==> src/rtl/id_stage_p.sv <==
// id_stage_p: instruction-decode stage of the 16-bit-instruction pipeline.
//
// Decodes the IF/ID instruction, reads a 16-entry register file (with a
// same-cycle write-to-read bypass from WB), detects load-use and
// jump-register hazards, resolves JAL/JR in decode and registers all
// decoded controls and operands into the ID/EX pipeline register.
//
// Ports:
//   clk, rst                       clock (rising edge), sync active-high reset
//   if_valid, instr, pc            IF/ID contents
//   ex_stall                       EX cannot accept; hold ID/EX
//   flush                          taken branch in EX; kill ID content
//   mem_we_rf, mem_dst_addr        register write pending in MEM
//   wb_we, wb_addr, wb_data        register-file write port
//   id_stall                       IF must hold PC and IF/ID
//   j_ctrl, j_pc                   redirect IF this cycle (JAL/JR)
//   halted                         sticky, set when HLT enters ID/EX
//   ex_*                           ID/EX register contents
//
// Handshake: an instruction leaves ID at a rising edge exactly when
// valid_id is high and id_stall is low; while id_stall is high IF must
// present the same instruction again on the next cycle.

module id_stage_p #(
    parameter int DATA_W   = 16,
    parameter int PC_W     = 16,
    parameter int LINK_REG = 15
) (
    input  logic              clk,
    input  logic              rst,
    input  logic              if_valid,
    input  logic [15:0]       instr,
    input  logic [PC_W-1:0]   pc,
    input  logic              ex_stall,
    input  logic              flush,
    input  logic              mem_we_rf,
    input  logic [3:0]        mem_dst_addr,
    input  logic              wb_we,
    input  logic [3:0]        wb_addr,
    input  logic [DATA_W-1:0] wb_data,
    output logic              id_stall,
    output logic              j_ctrl,
    output logic [PC_W-1:0]   j_pc,
    output logic              halted,
    output logic              ex_valid,
    output logic [DATA_W-1:0] ex_p0,
    output logic [DATA_W-1:0] ex_p1,
    output logic [7:0]        ex_imm8,
    output logic [3:0]        ex_shamt,
    output logic [2:0]        ex_func,
    output logic              ex_src1sel,
    output logic              ex_we_rf,
    output logic              ex_re_mem,
    output logic              ex_we_mem,
    output logic              ex_wb_sel,
    output logic              ex_hlt,
    output logic [3:0]        ex_dst_addr,
    output logic [PC_W-1:0]   ex_pc
);

    localparam logic [3:0] LINK_ADDR = LINK_REG[3:0];

    logic [DATA_W-1:0] r_rf [16];
    logic              r_halted;

    logic [3:0]        w_op, w_rd, w_rs, w_rt;
    logic [DATA_W-1:0] w_rs_val, w_rt_val, w_rd_val;
    logic [PC_W-1:0]   w_pc_inc, w_jal_tgt, w_jr_tgt;
    logic              w_valid_id, w_is_jal, w_is_jr, w_is_hlt;
    logic              w_use_rs, w_use_rt, w_use_rd;
    logic              w_load_use, w_jr_haz, w_hazard;

    // decoded ID/EX payload
    logic [DATA_W-1:0] w_p0, w_p1;
    logic [7:0]        w_imm8;
    logic [3:0]        w_shamt, w_dst;
    logic [2:0]        w_func;
    logic              w_src1sel, w_we_rf, w_re_mem, w_we_mem, w_wb_sel, w_hlt;

    assign w_op = instr[15:12];
    assign w_rd = instr[11:8];
    assign w_rs = instr[7:4];
    assign w_rt = instr[3:0];

    // R0 reads zero; a WB write to the same address is forwarded this cycle.
    assign w_rs_val = (w_rs == 4'd0) ? '0 : (wb_we && wb_addr == w_rs) ? wb_data : r_rf[w_rs];
    assign w_rt_val = (w_rt == 4'd0) ? '0 : (wb_we && wb_addr == w_rt) ? wb_data : r_rf[w_rt];
    assign w_rd_val = (w_rd == 4'd0) ? '0 : (wb_we && wb_addr == w_rd) ? wb_data : r_rf[w_rd];

    assign w_valid_id = if_valid & ~flush & ~r_halted;
    assign w_is_jal   = (w_op == 4'b1101);
    assign w_is_jr    = (w_op == 4'b1110);
    assign w_is_hlt   = (w_op == 4'b1111);

    assign w_pc_inc  = pc + 1'b1;
    assign w_jal_tgt = w_pc_inc + PC_W'($signed(instr[11:0]));
    assign w_jr_tgt  = w_rs_val[PC_W-1:0];

    always_comb begin
        w_p0      = '0;
        w_p1      = '0;
        w_imm8    = '0;
        w_shamt   = '0;
        w_func    = '0;
        w_dst     = '0;
        w_src1sel = 1'b0;
        w_we_rf   = 1'b0;
        w_re_mem  = 1'b0;
        w_we_mem  = 1'b0;
        w_wb_sel  = 1'b0;
        w_hlt     = 1'b0;
        w_use_rs  = 1'b0;
        w_use_rt  = 1'b0;
        w_use_rd  = 1'b0;
        if (w_op[3] == 1'b0) begin
            // ALU group
            w_func   = w_op[2:0];
            w_p0     = w_rs_val;
            w_p1     = w_rt_val;
            w_shamt  = w_rt;
            w_we_rf  = 1'b1;
            w_dst    = w_rd;
            w_use_rs = 1'b1;
            w_use_rt = 1'b1;
        end else begin
            case (w_op[2:0])
                3'b000, 3'b001: begin
                    w_p0      = w_rs_val;
                    w_src1sel = 1'b1;
                    w_imm8    = instr[7:0];
                    w_use_rs  = 1'b1;
                    if (w_op[0] == 1'b0) begin
                        w_re_mem = 1'b1;
                        w_wb_sel = 1'b1;
                        w_we_rf  = 1'b1;
                        w_dst    = w_rd;
                    end else begin
                        w_p1     = w_rd_val;
                        w_we_mem = 1'b1;
                        w_use_rd = 1'b1;
                    end
                end
                3'b010, 3'b011: begin
                    // func low bit tells EX whether it is LHB or LLB
                    w_func    = w_op[2:0];
                    w_p0      = w_rd_val;
                    w_imm8    = instr[7:0];
                    w_src1sel = 1'b1;
                    w_we_rf   = 1'b1;
                    w_dst     = w_rd;
                    w_use_rd  = 1'b1;
                end
                3'b100: begin
                    // branch: offset travels to EX, which resolves it
                    w_imm8 = instr[7:0];
                end
                3'b101: begin
                    // JAL: link value goes down the pipe as pc+1 + 0 via ADD
                    w_p0    = DATA_W'(w_pc_inc);
                    w_we_rf = 1'b1;
                    w_dst   = LINK_ADDR;
                end
                3'b110: begin
                    // JR: target taken from RF in decode, nothing written
                end
                default: begin
                    w_hlt = 1'b1;
                end
            endcase
        end
    end

    assign w_load_use = ex_valid & ex_re_mem & (ex_dst_addr != 4'd0) &
                        ((w_use_rs & (w_rs == ex_dst_addr)) |
                         (w_use_rt & (w_rt == ex_dst_addr)) |
                         (w_use_rd & (w_rd == ex_dst_addr)));

    // JR reads its target in ID, so any in-flight write to rs must drain
    // to WB, where the bypass covers it.
    assign w_jr_haz = w_is_jr & (w_rs != 4'd0) &
                      ((ex_valid & ex_we_rf & (ex_dst_addr == w_rs)) |
                       (mem_we_rf & (mem_dst_addr == w_rs)));

    assign w_hazard = w_valid_id & (w_load_use | w_jr_haz);
    assign id_stall = w_valid_id & (w_load_use | w_jr_haz | ex_stall);
    assign j_ctrl   = w_valid_id & (w_is_jal | w_is_jr) & ~id_stall;
    assign j_pc     = w_is_jr ? w_jr_tgt : w_jal_tgt;
    assign halted   = r_halted;

    always_ff @(posedge clk) begin
        if (rst) begin
            for (int i = 0; i < 16; i++) r_rf[i] <= '0;
        end else if (wb_we && wb_addr != 4'd0) begin
            r_rf[wb_addr] <= wb_data;
        end
    end

    always_ff @(posedge clk) begin
        if (rst || flush || (!ex_stall && (w_hazard || !w_valid_id))) begin
            // reset, flush and hazard/idle bubbles all clear ID/EX
            ex_valid    <= 1'b0;
            ex_p0       <= '0;
            ex_p1       <= '0;
            ex_imm8     <= '0;
            ex_shamt    <= '0;
            ex_func     <= '0;
            ex_src1sel  <= 1'b0;
            ex_we_rf    <= 1'b0;
            ex_re_mem   <= 1'b0;
            ex_we_mem   <= 1'b0;
            ex_wb_sel   <= 1'b0;
            ex_hlt      <= 1'b0;
            ex_dst_addr <= '0;
            ex_pc       <= '0;
        end else if (!ex_stall) begin
            ex_valid    <= 1'b1;
            ex_p0       <= w_p0;
            ex_p1       <= w_p1;
            ex_imm8     <= w_imm8;
            ex_shamt    <= w_shamt;
            ex_func     <= w_func;
            ex_src1sel  <= w_src1sel;
            ex_we_rf    <= w_we_rf;
            ex_re_mem   <= w_re_mem;
            ex_we_mem   <= w_we_mem;
            ex_wb_sel   <= w_wb_sel;
            ex_hlt      <= w_hlt;
            ex_dst_addr <= w_dst;
            ex_pc       <= pc;
        end
    end

    always_ff @(posedge clk) begin
        if (rst) begin
            r_halted <= 1'b0;
        end else if (w_valid_id && !ex_stall && !w_hazard && w_is_hlt) begin
            r_halted <= 1'b1;
        end
    end

endmodule
==> config.mk <==
export PLATFORM = sky130hd
export DESIGN_NAME = id_stage_p
export DESIGN_NICKNAME = d
export VERILOG_FILES = /design/src/rtl/id_stage_p.sv
export SDC_FILE = /design/constraint.sdc
export NUM_CORES = 1
export LEC_CHECK = 0
export CORE_MARGIN = 3
export CORE_UTILIZATION = 45
export CTS_CLUSTER_DIAMETER = 30
export DETAILED_ROUTE_END_ITERATION = 7
export GPL_TIMING_DRIVEN = 0
export MAX_ROUTING_LAYER = met4
export PLACE_DENSITY_LB_ADDON = 0.3
export SLEW_MARGIN = 10
export SYNTH_ARGS = -nofsm -noshare
export SYNTH_HDL_FRONTEND = slang
export SYNTH_SLANG_ARGS = --single-unit
==> constraint.sdc <==
create_clock -name clk -period 9.6 [get_ports clk]
set_input_delay 2.88 -clock clk [delete_from_list [all_inputs] [get_ports clk]]
set_output_delay 2.88 -clock clk [all_outputs]
set_load 0.03 [all_outputs]
-- Word-level counts from Yosys, hierarchy flattened
Memory sizes are Yosys's and may differ from the RTL's.
Index checks and enable logic that the tools add are counted.
- latch bits: 0
- register bits: 74
- ROM bits: 0
- memories kept: 1
- RAM bits: 256
- memory list (memory ; depth ; bits a word ; rd ports ; clocked after Yosys merged registers in ; write ports ; line ; source):
    r_rf ; 16 ; 16 ; 3 ; 0 ; 16 ; 63 ; logic [DATA_W-1:0] r_rf [16];
- reduce and logical (&&, ||, !) cells: 28
- muxes and demuxes: 45
- bitwise logic cells: 26
- shift-type cells: 0
- $add $sub $neg: 2
- div/mod/pow operators: 0
- eq/ne operators: 17
- $mul: 0
- $lt $le $gt $ge: 0
- operator list (kind ; number):
    $mux W16 ; 12
    $pmux W16 S3 ; 1
    $eq A4 B4 Y1 ; 8
    $mux W1 ; 21
    $and A1 B1 Y1 ; 17
    $add A16 B1 Y16 const B ; 1
    $add A16 B16 Y16 ; 1
    $mux W4 ; 4
    $mux W8 ; 2
    $reduce_or A16 Y1 ; 1
    $eq A4 B4 Y1 const B ; 3
    $logic_not A4 Y1 ; 3
    $pmux W4 S3 ; 1
    $reduce_bool A4 Y1 ; 3
    $eq A3 B3 Y1 const B ; 3
    $logic_and A1 B1 Y1 ; 8
    $reduce_or A7 Y1 ; 1
    $eq A3 B2 Y1 const B ; 2
    $mux W3 ; 2
    $or A1 B1 Y1 ; 6
    $reduce_or A5 Y1 ; 1
    $pmux W1 S2 ; 2
    $reduce_or A2 Y1 ; 2
    $reduce_or A4 Y1 ; 1
    6 further kinds ; 12

-- Longest topological paths before layout
Gate-level depths: netlist of run 1.
- depth in word-level cells: 13
- mapped depth: 11
- mapped depth without buffers: 11

-- Worst setup path before layout of run 1
OpenSTA, ideal clock, no wires.
- kind: input -> output
- start point: input port pc[0]
- end point: output port j_pc[15]
- setup slack: 1.469 ns
- stages on the path: 11
- buffers on the path: 0
- arrival time: 5.251 ns
- cells stage by stage: ha_1 inv_1 nor3_1 nand3_1 xnor2_1 ha_1 a21o_1 a21o_1 a221oi_1 o21ai_0 a221o_1
- word-level cells in the longest chain between the ends: 3
- RTL lines (item ; line ; source):
    start, declared ; 33 ; input logic [PC_W-1:0] pc,
    $add A16 B1 Y16 ; 95 ; assign w_pc_inc = pc + 1'b1;
    $add A16 B16 Y16 ; 96 ; assign w_jal_tgt = w_pc_inc + PC_W'($signed(instr[11:0]));
    $mux W16 ; 187 ; assign j_pc = w_is_jr ? w_jr_tgt : w_jal_tgt;
    end, declared ; 43 ; output logic [PC_W-1:0] j_pc,
No other way between the ends.

-- Final worst setup path of run 1
- start point: input port instr[5]
- end point: output port j_pc[10]
- word-level cells in the longest chain between the ends: 5
- elaborated cells on any way between the ends: 8
- RTL lines (item ; line ; source):
    start, declared ; 32 ; input logic [15:0] instr,
    branches (longest 4 deep; another with $add A16 B16 Y16) ; -- ;
    $mux W16 * ; 187 ;
Every way passes the cells marked *.

==> results of run 1 <==
==> worst reg2reg max path: stages, from the launching register on <==
cell and delay, ns:
dfxtp_1 0.36, clkbuf_1 0.29, xnor2_1 0.16, nand4_1 0.20
o22ai_1 0.35, a21boi_1 0.16, a21oi_1 0.30, clkbuf_1 0.58
a211oi_1 0.14
==> through the flow <==
step / utilization (%) / total power [W] / cell area (um^2) / std cells
floorplan: - / 0.002127 / 20460 / 1566
global placement: 51.03 / 0.002407 / 22710 / 2309
detailed placement: 51.03 / 0.002419 / 22710 / 2309
CTS: 56.60 / 0.004867 / 25190 / 2437
global route: 56.74 / 0.005003 / 25250 / 2440
finish: 56.74 / 0.004892 / 25250 / 2440
==> layout make-up <==
| cell class | instances | area, um^2 |
|---|---|---|
| inverter | 14 | 52.55 |
| antenna | 2 | 5.005 |
| tap | 592 | 740.7 |
| sequential | 330 | 9169 |
| timing repair buffer | 152 | 1528 |
| fill | 3630 | 19260 |
| multi-input combinational | 1068 | 10630 |
| clock buffer | 90 | 2038 |
| buffer | 154 | 713.2 |
| clock inverter | 38 | 374.1 |
==> cells in the mapped netlist (5+ instances only) <==
cell type,count,area share [%]
or3_1,7,0.21
mux4_2,218,24
xnor2_1,39,1.7
nand3_1,16,0.39
mux2i_1,45,2.2
buf_2,38,0.93
nor3_1,24,0.59
inv_1,13,0.24
xor2_1,15,0.64
dfxtp_1,74,7.3
a21oi_1,56,1.4
buf_4,11,0.40
nor2_1,26,0.48
nor2b_1,17,0.52
nor4_1,8,0.25
buf_1,12,0.22
nand2b_1,5,0.15
or2_2,17,0.52
clkbuf_1,89,1.6
nand2_1,81,1.5
o21ai_0,14,0.34
a22oi_1,15,0.55
a222oi_1,20,0.98
nand4_1,38,1.2
o22ai_1,17,0.52
and2_1,227,7.0
a21o_1,6,0.22
edfxtp_1,256,38
o221ai_1,16,0.69
a221oi_1,16,0.69
a211oi_1,33,1.2
and3_1,7,0.21
ha_1,20,1.2
==> logic make-up after synthesis <==
kind of cell	share of synthesized area (%)
simple gates	13.39
flops	44.93
mux	26.43
compound gates	7.916
buf+inv	3.673
xor+xnor	2.318
fa+ha+maj	1.324
other cells	0.01838
==> repair_timing <==
item,in CTS,in global routing
setup buffers,0,1
setup endpoints to repair,15,9
gates cloned,0,0
pin swaps,0,2
gates resized for setup,15,15
==> report_power, final <==
group	switching, W	leakage (nW)	internal, W	total [W]
clock network	0.000826	1.17	0.00164	0.00246
logic	0.000434	4.35	0.000321	0.000755
registers	0.0000563	3.04	0.00162	0.00167
total	0.00132	8.56	0.00357	0.00489
==> per-layer routing <==
| layer | share of wire (%) | GRT usage, % |
|---|---|---|
| met4 | 5.3 | 16.76 |
| met2 | 46 | 50.74 |
| met1 | 35 | 38.96 |
| met3 | 13 | 10.88 |
| met5 | 0 | - |
==> worst paths after layout <==
check / end / slack [ns] / depth (start not counted)
min reg2reg: ex_pc[15] / 0.46 / 2
max: j_pc[10] / -0.03 / 9
min: ex_pc[15] / 0.46 / 2
max reg2reg: ex_p0[12] / 6.89 / 8
==> registers in the layout, summed over array words and instances, names as in the netlist, 3 cells and up <==
signal and count:
ex_dst_addr 4, ex_func 3, ex_imm8 8, ex_p0 16, ex_p1 16, ex_pc 16, ex_shamt 4, r_rf 256
==> impl_metrics.py, run 1 <==
metrics = {
    "critical_path": {
        "slowest_stage": "clkdlybuf4s50_1",
        "crit_required_ns": 6.72,
        "crit_fanout": 10,
        "worstPathArrival_ns": 6.75,
        "startpoint": "instr[5]",
        "path_cells": "clkdlybuf4s50_1 > buf_2 > buf_2 > buf_2 > mux4_2 > mux4_2 > mux2i_1 > o22ai_1 > clkdlybuf4s50_1",
        "crit_type": "in -> out",
        "cp_top_family": "buffers and inverters",
        "cp_common_cell": "buf_2",
        "r2r_start": "ex_dst_addr[0]",
        "end_kind": "output pin",
        "cp-start-kind": "input pin",
        "cp_slowest_stage_delay_ns": 0.64,
        "path_buf_inv": 5,
    },
    "timing": {
        "totalNegativeSetupSlack_ns": -0.03205,
        "period_needed_ns": 9.632,
        "slew_headroom_pct": 9.530,
        "whs_ns": 0.4582,
        "hold_viol": 0,
        "setup_viol": 1,
        "clock_skew_ns": 0.02052,
        "fin_crit_sh_pct": 100.3,
        "grt_setup_unrepaired": "false",
        "worst_slew_pin_slew_ns": 1.347,
        "setup_slack_ns": -0.03205,
        "fmax_ghz": 0.1038,
        "report.final.slew_viol_count": 0,
    },
    "synthesis": {
        "yosysUniqueCellTypes": 62,
        "ys_seq_area_share_pct": 44.93,
        "synthFlopType": "edfxtp_1",
        "ys_warn_count": 0,
        "syn_inst": 1551,
        "syn_area_mm2": 0.02041,
        "synthArstFlopShare_pct": 0,
        "yosys_register_bits": 330,
        "synth-edff-count": 256,
        "syn_avg_cell_area_um2": 13.16,
    },
    "clock_network": {
        "cts.sinks": 330,
        "cts_tree": "done",
        "hold_buffers": 0,
        "cts_made_buffers": 74,
        "clkTransAtPathRegs_ns": 0.04,
        "clock_path_buffers": 3,
        "htree_levels": 3,
        "insertion_delay_ns": 0.59,
        "clock-root-buffer": "clkbuf_16",
    },
    "die": {
        "rows": 77,
        "dieArea_mm2": 0.04794,
        "dieWidth_um": 218.9,
        "boundaryPins": 156,
        "start_util_pct": 45.85,
        "core_mm2": 0.04451,
        "die_h_um": 218.9,
    },
    "placed_design": {
        "place_worst_setup_slack_ns": -0.3790,
        "port-buffer-count": 151,
        "hpwlAfterDp_um": 57650,
        "place.gp.congestion": 1.070,
    },
    "final_layout": {
        "area_delta_synth_final_pct": 23.76,
        "final_common_cell": "edfxtp_1",
        "nets": 1878,
        "layout_common_cells": "edfxtp_1 (256), and2_1 (227), mux4_2 (218)",
        "drive_gt1_share_pct": 22.64,
    },
    "power_and_ir_drop": {
        "ir_drop_mv": 0.1223,
        "pwr_density_cell_mw_per_mm2": 193.7,
        "leakage_nw": 8.559,
    },
    "grt": {
        "grt_pass1_vias": 16260,
        "grt_max_degree": 17,
        "grtUsageTotal_pct": 32.98,
        "antenna_found_initial": 3,
        "overflow": 0,
        "grt_pass1_wl_um": 110000,
    },
    "detailed_routing": {
        "antenna_left": 0,
        "vias_per_cell": 6.677,
        "drc": 0,
        "drtIter0Drc": 2303,
        "wl_per_cell_um": 31.53,
        "first_pass_iters": 7,
        "num_vias": 16290,
        "drt-total-wl_um": 76940,
    },
    "hold_path": {
        "hold_path_startpoint": "ex_pc[15]",
        "hold_class": "reg -> reg",
    },
    "status": {
        "status": "finished, violations left",
        "violations": "negative setup slack",
    },
    "flow_run": {
        "maxCapViolCount": 0,
    },
}
Power figures use the tool's default switching activity.
==> run 2: changes to the inputs <==
Settings changed: REMOVE_ABC_BUFFERS set to 1, SLEW_MARGIN 10 to not set.
Clock period 9.6 ns to 9.15 ns, I/O delays scaled along.
==> run 2 against run 1 <==
- the run now ends clean
- register-to-register slack lost 0.73 ns
- total power grew 8.0%
- global-route usage shrank 2.0 points
- sequential cell count is the same
- cell area grew 1.5%
- critical path type unchanged
==> impl_metrics.py, run 2 (synthesized netlist as in run 1, its figures left out) <==
metrics = {
    "placed_design": {
        "place_worst_setup_slack_ns": -0.5493,
        "place.gp.congestion": 0.8987,
        "dp_cells": 2200,
        "hpwlAfterDp_um": 45630,
        "placed_cell_area_mm2": 0.02284,
        "port-buffer-count": 155,
    },
    "grt": {
        "grtUsageTotal_pct": 30.98,
        "overflow": 0,
        "grt_pass1_wl_um": 105000,
        "grt_pass1_vias": 15900,
        "grt_max_degree": 49,
        "antenna_found_initial": 3,
    },
    "power_and_ir_drop": {
        "pwr_density_cell_mw_per_mm2": 205.9,
        "ir_drop_mv": 0.1352,
        "leakage_nw": 8.711,
    },
    "timing": {
        "worst_slew_pin_slew_ns": 1.241,
        "slew_headroom_pct": 17.10,
        "clock_skew_ns": 0.02124,
        "fmax_ghz": 0.1100,
        "setup_viol": 0,
        "grt_setup_unrepaired": "true",
        "fin_crit_sh_pct": 99.34,
        "whs_ns": 0.4535,
        "period_needed_ns": 9.089,
        "setup_slack_ns": 0.06084,
        "hold_viol": 0,
        "report.final.slew_viol_count": 0,
    },
    "final_layout": {
        "final_common_cell": "edfxtp_1",
        "final_cells": 2347,
        "layout_common_cells": "edfxtp_1 (256), and2_1 (227), mux4_2 (218)",
        "area_delta_synth_final_pct": 25.67,
        "nets": 1773,
        "final_area_mm2": 0.02564,
        "nFillCells": 3537,
        "largest_reg_flops": 256,
        "largest-register": "r_rf",
        "drive_gt1_share_pct": 26.71,
    },
    "critical_path": {
        "crit_fanout": 5,
        "path_cells": "clkdlybuf4s50_1 > nand3_1 > nor2_1 > nand4_1 > xnor2_2 > ha_1 > a21o_1 > nor2b_1 > o21ai_0 > a21oi_1 > xor2_1 > o22ai_1 > clkdlybuf4s50_1",
        "end_kind": "output pin",
        "cp_slowest_stage_delay_ns": 0.75,
        "cp-start-kind": "input pin",
        "path_buf_inv": 2,
        "r2r_start": "ex_dst_addr[2]",
        "crit_type": "in -> out",
        "worstPathArrival_ns": 6.34,
        "r2r_setup_slack_ns": 6.16,
        "r2r-end": "ex_p1[0]",
        "slowest_stage": "clkdlybuf4s50_1",
        "cp_common_cell": "clkdlybuf4s50_1",
        "crit_required_ns": 6.41,
        "crit_path_end": "j_pc[10]",
        "cp_top_family": "buffers and inverters",
        "reg2reg_depth": 8,
        "worst-path-stages": 13,
        "startpoint": "pc[4]",
    },
    "die": {
        "boundaryPins": 156,
        "dieArea_mm2": 0.04794,
        "start_util_pct": 45.85,
        "dieWidth_um": 218.9,
        "rows": 77,
        "core_mm2": 0.04451,
        "die_h_um": 218.9,
    },
    "detailed_routing": {
        "vias_per_cell": 6.817,
        "antenna_left": 0,
        "drt-total-wl_um": 72300,
        "drc": 0,
        "wl_per_cell_um": 30.81,
        "first_pass_iters": 8,
        "drtIter0Drc": 2788,
        "num_vias": 16000,
    },
    "clock_network": {
        "htree_levels": 3,
        "hold_buffers": 0,
        "cts_made_buffers": 76,
        "clock_path_buffers": 3,
        "cts.sinks": 330,
        "clkTransAtPathRegs_ns": 0.04,
        "clock-root-buffer": "clkbuf_16",
        "insertion_delay_ns": 0.61,
        "cts_tree": "done",
    },
    "flow_run": {
        "maxCapViolCount": 0,
    },
    "hold_path": {
        "hold_class": "reg -> reg",
        "hold_path_startpoint": "ex_pc[15]",
    },
    "status": {
        "status": "complete, no violations",
    },
}
==> run 2: worst reg2reg max path, delay by kind of cell, from the launching register on <==
kind            cells  cell delay [ns]
compound gates      4             1.47
buf+inv             2             0.47
simple gates        1             0.23
xor+xnor            1             0.17
flops               1             0.50
==> run 2: area by class of cell <==
class / instances / area, um^2 / share of cell area, %
multi-input cells: 1069 / 10790 / 42.06
well taps: 592 / 740.7 / 2.888
clock inverters: 55 / 621.8 / 2.425
clock buffers: 86 / 2022 / 7.884
inverters: 14 / 52.55 / 0.2049
diodes: 3 / 7.507 / 0.02927
flip-flops and latches: 330 / 9169 / 35.75
repair buffers: 198 / 2246 / 8.758
==> run 2: worst min path at each step <==
stage,to,slack [ns],cells past startpoint
3_5_place_dp,ex_pc[15],0.45,2
2_1_floorplan,halted,0.58,2
6_report,ex_pc[15],0.45,2
4_1_cts,ex_pc[15],0.45,2
3_3_place_gp,ex_pc[15],0.45,2
5_1_grt,ex_pc[0],0.48,2
==> run 2: timing repair <==
action	in CTS	in global routing
pin swaps	1	3
cloned	0	1
buffers inserted	1	1
resized for setup	12	19
hold endpoints to repair	0	0
setup endpoints to repair	8	12
==> run 2: routing by layer <==
metal	global-route usage (%)	vias to the layer above	share of wire (%)
met2	47.37	1279	46
li1	-	6451	-
met1	39.40	7994	36
met5	-	-	0
met4	15.40	0	5.5
met3	6.660	276	13
==> run 2: through the flow <==
step | util [%] | setup TNS (ns) | power, W
3_3_place_gp | 49.56 | -381.40 | 0.002511
5_1_grt | 57.62 | -0.1135 | 0.005410
4_1_cts | 57.40 | -0.3990 | 0.005272
6_report | 57.62 | 0 | 0.005281
2_1_floorplan | - | 0 | 0.002164
3_5_place_dp | 51.32 | -2.147 | 0.002506
==> run 2: where the power goes <==
part	switching [W]	internal (W)	total [W]
Clock	0.000944	0.00183	0.00278
Combinational	0.000418	0.000337	0.000755
Sequential	0.0000550	0.00170	0.00175
Total	0.00142	0.00386	0.00528
==> run 3: changes to the inputs <==
Settings changed: CORE_ASPECT_RATIO set to 1.4.
==> run 3 against run 2 <==
- non-clock buffer count is 2 higher
- core utilization is 1.6 points lower
- final cell count is 3.3% lower
- via count is 2.8% lower
- routed wire length is 0.78% lower
- largest cell class unchanged
- highest routed layer unchanged
==> impl_metrics.py, run 3 (synthesized netlist as in run 1, its figures left out) <==
metrics = {
    "clock_network": {
        "cts_tree": "done",
        "clock_path_buffers": 3,
        "cts_made_buffers": 52,
        "cts.sinks": 330,
        "clock-root-buffer": "clkbuf_16",
        "clkTransAtPathRegs_ns": 0.06,
        "insertion_delay_ns": 0.58,
        "htree_levels": 2,
    },
    "hold_path": {
        "hold_class": "reg -> reg",
        "min_to": "ex_pc[15]",
        "hold_path_startpoint": "ex_pc[15]",
        "min_path_cells": 2,
    },
    "timing": {
        "setup_viol": 0,
        "worst_slew_pin_slew_ns": 1.262,
        "hold_viol": 0,
        "slew_headroom_pct": 15.69,
        "fmax_ghz": 0.1113,
        "setup_slack_ns": 0.1621,
        "report.final.slew_viol_count": 0,
        "period_needed_ns": 8.988,
        "clock_skew_ns": 0.01593,
        "fin_crit_sh_pct": 98.23,
    },
    "detailed_routing": {
        "first_pass_iters": 6,
        "antenna_left": 0,
        "num_vias": 15550,
        "drt-total-wl_um": 71740,
        "drc": 0,
        "drtIter0Drc": 2015,
        "wl_per_cell_um": 31.60,
        "vias_per_cell": 6.852,
    },
    "grt": {
        "grt_pass1_wl_um": 103700,
        "antenna_found_initial": 2,
        "grt_max_degree": 61,
        "overflow": 0,
        "grt_pass1_vias": 15810,
        "grtUsageTotal_pct": 30.57,
    },
    "critical_path": {
        "cp_top_family": "buffers and inverters",
        "path_buf_inv": 2,
        "r2r-end": "ex_p0[13]",
        "crit_fanout": 6,
        "slowest_stage": "clkdlybuf4s50_1",
        "end_kind": "output pin",
        "worstPathArrival_ns": 6.24,
        "cp_slowest_stage_delay_ns": 0.65,
        "cp-start-kind": "input pin",
        "r2r_start": "ex_dst_addr[3]",
        "cp_common_cell": "o21ai_0",
        "r2r_setup_slack_ns": 6.32,
        "path_cells": "clkdlybuf4s50_1 > nand4_1 > nor3_1 > xor2_1 > ha_1 > nand2_1 > o21ai_0 > a221oi_2 > o21ai_0 > a221o_1 > dlygate4sd2_1",
        "crit_type": "in -> out",
        "reg2reg_depth": 8,
        "crit_required_ns": 6.41,
    },
    "final_layout": {
        "nets": 1750,
        "final_cells": 2270,
        "final_common_cell": "edfxtp_1",
        "largest-register": "r_rf",
        "drive_gt1_share_pct": 25.29,
        "largest_reg_flops": 256,
        "nFillCells": 3545,
        "final_area_mm2": 0.02486,
        "area_delta_synth_final_pct": 21.82,
        "layout_common_cells": "edfxtp_1 (256), and2_1 (227), mux4_2 (218)",
    },
    "die": {
        "die_h_um": 258.0,
        "start_util_pct": 45.95,
        "dieWidth_um": 186.0,
        "rows": 91,
        "boundaryPins": 156,
        "core_mm2": 0.04441,
        "dieArea_mm2": 0.04797,
    },
    "placed_design": {
        "place_worst_setup_slack_ns": -0.4853,
        "placed_cell_area_mm2": 0.02276,
        "place.gp.congestion": 0.9287,
        "port-buffer-count": 155,
        "dp_cells": 2164,
        "hpwlAfterDp_um": 46250,
    },
    "status": {
        "status": "complete, no violations",
    },
    "flow_run": {
        "maxCapViolCount": 0,
    },
    "power_and_ir_drop": {
        "leakage_nw": 8.393,
        "ir_drop_mv": 0.1363,
        "pwr_density_cell_mw_per_mm2": 187.9,
        "total_power_w": 0.004670,
    },
}
run 3: changes by cell type in the layout (fill, tap and decap cells not counted), sizes merged:
cell           previous run  this run
diode                     3         4
bufinv                    8        11
inv                      19        25
clkinv                   30        13
clkinvlp                 12         6
clkdlybuf4s50           133       130
dlygate4sd2               1         2
dlymetal6s2s              5         6
a21boi                    5         4
clkbuf                   88        58
buf                      57        59
run 3: how the worst max path moves through the flow:
stage,startpoint,end,slack (ns),cells after the start
final,pc[4],j_pc[15],0.16,11
after global routing,pc[2],j_pc[13],-0.005,12
after CTS,pc[0],j_pc[7],0.01,11
after detailed placement,pc[0],j_pc[13],-0.49,11
after global placement,instr[4],j_pc[6],-8.65,6
after floorplan,instr[6],j_pc[14],0.08,4
run 3: layer usage:
layer | wire length (um) | track usage [%]
met1 | 23960 | 34.17
met2 | 35830 | 50.34
met3 | 7052 | 6.270
met4 | 4898 | 18.28
met5 | 0 | -
run 3: tightest hold or removal path: cells and delay by family, from the launching register on:
family / cells / cell delay (ns)
flops: 1 / 0.30
simple gates: 1 / 0.05
compound gates: 1 / 0.05
run 3: metrics by stage:
step / util, % / hold slack [ns] / TNS (ns)
2_1_floorplan: - / 0.5750 / 0
3_3_place_gp: 49.58 / 0.4426 / -400.53
3_5_place_dp: 51.26 / 0.4437 / -2.100
4_1_cts: 55.71 / 0.4511 / 0
5_1_grt: 55.97 / 0.4688 / -0.004594
6_report: 55.98 / 0.4475 / 0
run 3: final cells by class:
cell class	count	area (um^2)	area share [%]
Timing Repair Buffer	200	2233	8.984
Clock buffer	55	1344	5.406
Tap cell	558	698.2	2.809
Sequential cell	330	9169	36.88
Inverter	14	52.55	0.2114
Clock inverter	41	571.8	2.300
Multi-Input combinational cell	1068	10780	43.37
Antenna cell	4	10.01	0.04027
run 3: power breakdown:
| part | switching, W | internal, W | leakage [nW] |
|---|---|---|---|
| clock network | 0.000778 | 0.00139 | 0.924 |
| registers | 0.0000542 | 0.00169 | 3.04 |
| logic | 0.000415 | 0.000337 | 4.43 |
run 3: timing repair:
action	4_1_cts	5_1_grt
buffers inserted	1	5
hold buffers	0	0
pin swaps	1	5
gates resized for setup	14	23
setup endpoints to repair	9	10
==> edit 1 (config.mk and constraints of run 3) <==
The parameter `DATA_W` goes from 16 to 20.
--- a/src/rtl/id_stage_p.sv
+++ b/src/rtl/id_stage_p.sv
@@ -23,5 +23,5 @@
 
 module id_stage_p #(
-    parameter int DATA_W   = 16,
+    parameter int DATA_W   = 20,
     parameter int PC_W     = 16,
     parameter int LINK_REG = 15
Interface: changed (resized ex_p0, ex_p1 and wb_data); port bits go from 156 to 168. The function was not compared with the original's and may differ.
==> edit 1 against run 3 <==
The run now ends with max-capacitance violations, max-slew violations left. Total power grew 18%. Utilization shrank 1.9 points. Sequential cell count grew 72. Synthesized area grew 22%. Setup slack gained 0.021 ns. Non-clock buffer count shrank 1. Largest power group unchanged. Design area grew 19%. Critical path type unchanged. Routed wire length grew 23%. Fmax grew 0.23%. Combinational power grew 17%.
==> edit 1: results (changes against run 3) <==
| Metric | Value |
|---|---|
| Status | finished, violations left |
| Failing checks | max-capacitance violations, max-slew violations |
| Worst hold path depth | 2 (unchanged) |
| DR vias/cell | 6.83 (-0.36%) |
| Biggest registers after layout | r_rf: 320 flops, ex_p0: 20 flops, ex_p1: 20 flops |
| Max rail drop VDD | 0.102 mV (-25%) |
| DRT Pass-1 Iters | 8 (+2) |
| Worst r2r path cells | 7 (-1) |
| DRC Markers | 0 (unchanged) |
| Vias in the first global route | 19400 (+22%) |
| Worst r2r src | ex_dst_addr[1] |
| Hold Path End | ex_we_mem |
| DR iter-0 viols | 2721 (+35%) |
| Distinct cells, synth | 72 (+16%) |
| H-tree Lvls | 3 (+1) |
| Placed cell area | 27100 um^2 (+19%) |
| Leak | 10.0 nW (+20%) |
| Post-synth EDFFs | 320 (+25%) |
| Largest net degree at the start of global routing | 76 (+25%) |
| Initial antenna violation count | 2 (unchanged) |
| Reg2Reg Capture Point | ex_p0[19] |
| CTS Buf Count | 68 (+31%) |
| Worst R2R Setup Slack | 6.24 ns (-0.08 ns) |
| CTS root buffer | clkbuf_16 |
| Arr. time, crit path | 6.22 ns (-0.02 ns) |
| Skew-Pair Late Insertion Delay | approximately 0.6 ns |
| Ys Warns | 0 (unchanged) |
| Final #Nets | 2105 (+20%) |
| Worst Hold Class | reg -> reg |
| Top post-synthesis cells by area | edfxtp_1 (39%), mux4_2 (21%), and2_1 (7.7%) |
| First-pass GRT wire length | 127 mm (+23%) |
| CP Max Fanout | 6 (unchanged) |
| Slowest cell on the critical path | clkdlybuf4s50_1 |
| Post-synthesis sequential area ratio | 0.453 (+0.00393) |
| Overall fraction of global-route tracks in use | 0.309 (+0.00366) |
| Max-cap violations | 1 (+1) |
| Max clock buf depth | 3 (unchanged) |
| Routability Congestion | 0.904 (-2.7%) |
| Share of cells above drive strength 1 | 0.236 (-0.0171) |
| Clock transition at path regs | approximately 0.050 ns |
| Slowest stage delay, CP | 0.61 ns (-0.04 ns) |
| Final Slew Violations | 11 (+11) |
| Clock Skew | 0.0276 ns (+0.0117 ns) |
| Top Family by Delay on Critical Path | compound AO/OA/AOI/OAI gates |
| Slew Limit Headroom | -0.0331 (-0.190) |
| Port buffer count | 167 (+7.7%) |
| Fraction of registers with async set or reset after synthesis | 0 (unchanged) |
| Commonest cells post-synth | edfxtp_1 (320), and2_1 (307), mux4_2 (228), clkbuf_1 (100), nand2_1 (90) |
| HPWL Detailed | 54.9 mm (+19%) |
| Fill cells | 4450 (+26%) |
| Min-delay src | ex_we_mem |
| Routed WL per cell | 31.6 um (about the same) |
[edit 1: cell count changes after synthesis, moves of 14 or more]
cell / delta
o21ai_0: +40
nand4_1: -29
mux4_1: +14
and2_1: +80
nand3_1: +60
edfxtp_1: +64
o22ai_1: +16
o221ai_1: -16
a211oi_1: -25
a221oi_1: -14
a22oi_1: +42
a222oi_1: +18
nor2_1: +30
[edit 1: per-layer routing]
layer,wire length [um],track usage
met2,43000,0.500
met1,29300,0.348
met4,6390,0.188
met3,9560,0.0730
met5,0,-
[edit 1: power by group]
group	leakage [nW]	switching [mW]	total, mW	internal, mW
clock	1.08	0.955	2.51	1.55
sequential	3.72	0.0683	2.14	2.07
combinational	5.25	0.504	0.879	0.375
[edit 1: cell type report]
type | instances | area, um^2 | share of cell area
repair buffers | 199 | 2190 | 0.0743
well taps | 721 | 902 | 0.0306
flip-flops and latches | 402 | 11300 | 0.382
clock inverters | 42 | 434 | 0.0147
inverters | 9 | 33.8 | 0.00115
diodes | 2 | 5.00 | 0.000170
multi-input cells | 1337 | 12900 | 0.436
clock buffers | 80 | 1810 | 0.0614
[edit 1: cell families after synthesis]
group                    synth area share
AO/OA/AOI/OAI                      0.0866
XOR/XNOR                           0.0198
adder cells (fa/ha/maj)            0.0109
buffers and inverters              0.0422
flip-flops                          0.453
multiplexers                        0.245
other                            0.000151
AND/OR/NAND/NOR                     0.142
[edit 1: how the worst max path moves through the flow]
stage | from | end | slack, ns
floorplan | pc[0] | j_pc[15] | 1.37
global placement | instr[4] | j_pc[7] | -5.96
detailed placement | pc[0] | j_pc[13] | -0.52
CTS | pc[4] | j_pc[14] | -0.02
global route | pc[0] | j_pc[14] | 0.01
finish | pc[0] | j_pc[14] | 0.18
[edit 1: through the flow]
stage	setup WS [ns]	TNS [ns]	cells	hold slack (ns)
2_1_floorplan	1.37	0	1748	0.583
3_3_place_gp	-5.96	-333.43	2636	0.438
3_5_place_dp	-0.518	-3.66	2668	0.442
4_1_cts	-0.0210	-0.0236	2790	0.453
5_1_grt	0.0121	0	2792	0.485
6_report	0.183	0	2792	0.449
[edit 1: what timing repair did]
| item | in CTS | in global routing |
|---|---|---|
| endpoints found under the setup margin | 16 | 14 |
| hold buffers | 0 | 0 |
| pin swaps | 0 | 0 |
| setup buffers | 0 | 0 |
| gates resized for setup | 19 | 24 |
[edit 1: worst reg2reg max path: cells and delay by family (launching register included)]
kind | cells | cell delay (ns)
simple gates | 1 | 0.59
xor+xnor | 1 | 0.11
buf+inv | 1 | 0.29
compound gates | 4 | 1.28
flops | 1 | 0.49
==> edit 2 (settings of run 3) <==
Made on the original files. Make the reset (`rst`) asynchronous in 2 clocked blocks. Comments in the files are not updated.
--- a/src/rtl/id_stage_p.sv
+++ b/src/rtl/id_stage_p.sv
@@ -188,5 +188,5 @@
     assign halted   = r_halted;
 
-    always_ff @(posedge clk) begin
+    always_ff @(posedge clk or posedge rst) begin
         if (rst) begin
             for (int i = 0; i < 16; i++) r_rf[i] <= '0;
@@ -231,5 +231,5 @@
     end
 
-    always_ff @(posedge clk) begin
+    always_ff @(posedge clk or posedge rst) begin
         if (rst) begin
             r_halted <= 1'b0;
Function: changed (Yosys sat finds a counterexample within 4 cycles, from zero or initial values and one cycle with rst high; the reset may be asserted at any time).
==> edit 2 against run 3 <==
The run now ends with design-rule violations, max-capacitance violations, max-slew violations, negative setup slack left. Non-clock buffer count fell by 12. Setup slack got worse by 0.26 ns. Design area fell by 1.2%. Critical endpoint is now j_pc[2]. Critical path depth fell by 3. Routed wire length fell by 0.58%. Highest routed layer unchanged. Sequential cell count did not move. Synthesized area rose by 0.33%. Worst hold slack got worse by 0.034 ns. Register-to-register slack improved by 0.49 ns. Total power rose by 15%.
==> edit 2: results (changes against run 3) <==
| Metric | Value |
|---|---|
| Fill cells | 3681 (+3.8%) |
| CTS Buf Count | 55 (+5.8%) |
| Synth Area in Compound Gates | 0.0933 (+0.0141) |
| Dpl ws | -1.16 ns (-0.678 ns) |
| HPWL Detailed | 44.5 mm (-3.8%) |
| Failing checks | design-rule violations, max-capacitance violations, max-slew violations, negative setup slack |
| Commonest cells post-synth | dfrtp_1 (257), mux2_2 (196), mux4_2 (180), nand2_1 (121), clkbuf_1 (92) |
| First-pass GRT wire length | 105 mm (+1.1%) |
| Initial antenna violation count | 0 (-2) |
| DR vias/cell | 6.78 (-1.0%) |
| Adder-cell share of the synthesized area | 0.0132 (-0.0000437) |
| DRC Markers | 1 (+1) |
| Final Slew Violations | 51 (+51) |
| Routability Congestion | 0.934 (+0.61%) |
| Diode count | 0 (-4) |
| Top_reg_cell synth | dfrtp_1 |
| Slowest stage delay, CP | 0.82 ns (+0.17 ns) |
| Setup TNS | -0.145 ns (-0.145 ns) |
| Max-cap violations | 3 (+3) |
| Share of cells above drive strength 1 | 0.311 (+0.0583) |
| Overall fraction of global-route tracks in use | 0.302 (-0.00421) |
| Largest net degree at the start of global routing | 101 (+66%) |
| Min-delay src | r_rf[254] |
| Status | finished, violations left |
| DRT Pass-1 Iters | 8 (+2) |
| Arr. time, crit path | 6.51 ns (+0.27 ns) |
| Final #Nets | 1820 (+4.0%) |
| Slew Limit Headroom | -0.0406 (-0.197) |
| Final setup vio count | 2 (+2) |
| Worst setup margin | -0.100 ns (-0.262 ns) |
## edit 2: cell count changes in the layout (fill, tap and decap cells not counted), moves of 23 or more
cell / run 3 / this run
and2_1: 227 / 2
mux2i_1: 45 / 76
nand4_1: 38 / 10
mux2_1: 0 / 45
a21oi_1: 55 / 32
nand2_1: 81 / 120
o22ai_1: 17 / 45
nand3_1: 16 / 73
a32oi_1: 2 / 31
mux4_2: 218 / 180
o21ai_1: 3 / 26
mux2_2: 3 / 196
dfrtp_1: 0 / 257
edfxtp_1: 256 / 0
## edit 2: path summary, 6_finish.rpt
path,endpoint,slack [ns],depth (start not counted)
worst max register to register,ex_src1sel,6.81,7
worst min-delay path,r_rf[254],0.41,0
worst min register to register,r_rf[254],0.41,0
max in group asynchronous,r_rf[185],5.52,3
worst max-delay path,j_pc[2],-0.10,8
min in group asynchronous,halted,2.72,2
## edit 2: layer usage
layer / vias to the layer above / track usage / share of wire / wire (um)
li1: 6669 / - / - / -
met5: - / - / 0 / 0
met4: 0 / 0.178 / 0.073 / 5190
met2: 975 / 0.464 / 0.47 / 33600
met1: 8242 / 0.371 / 0.37 / 26300
met3: 300 / 0.0550 / 0.088 / 6300
## edit 2: report_power, final
part,internal [mW],switching [mW],leakage [nW]
Clock,1.41,0.748,0.940
Combinational,0.685,0.551,4.67
Sequential,1.71,0.251,3.77
## edit 2: layout make-up
| type | count | area, um^2 | area share |
|---|---|---|---|
| Multi-Input combinational cell | 1157 | 11900 | 0.483 |
| Sequential cell | 330 | 7890 | 0.321 |
| Timing Repair Buffer | 188 | 2110 | 0.0859 |
| Clock buffer | 73 | 1510 | 0.0616 |
| Tap cell | 604 | 756 | 0.0308 |
| Clock inverter | 31 | 410 | 0.0167 |
| Inverter | 4 | 22.5 | 0.000917 |
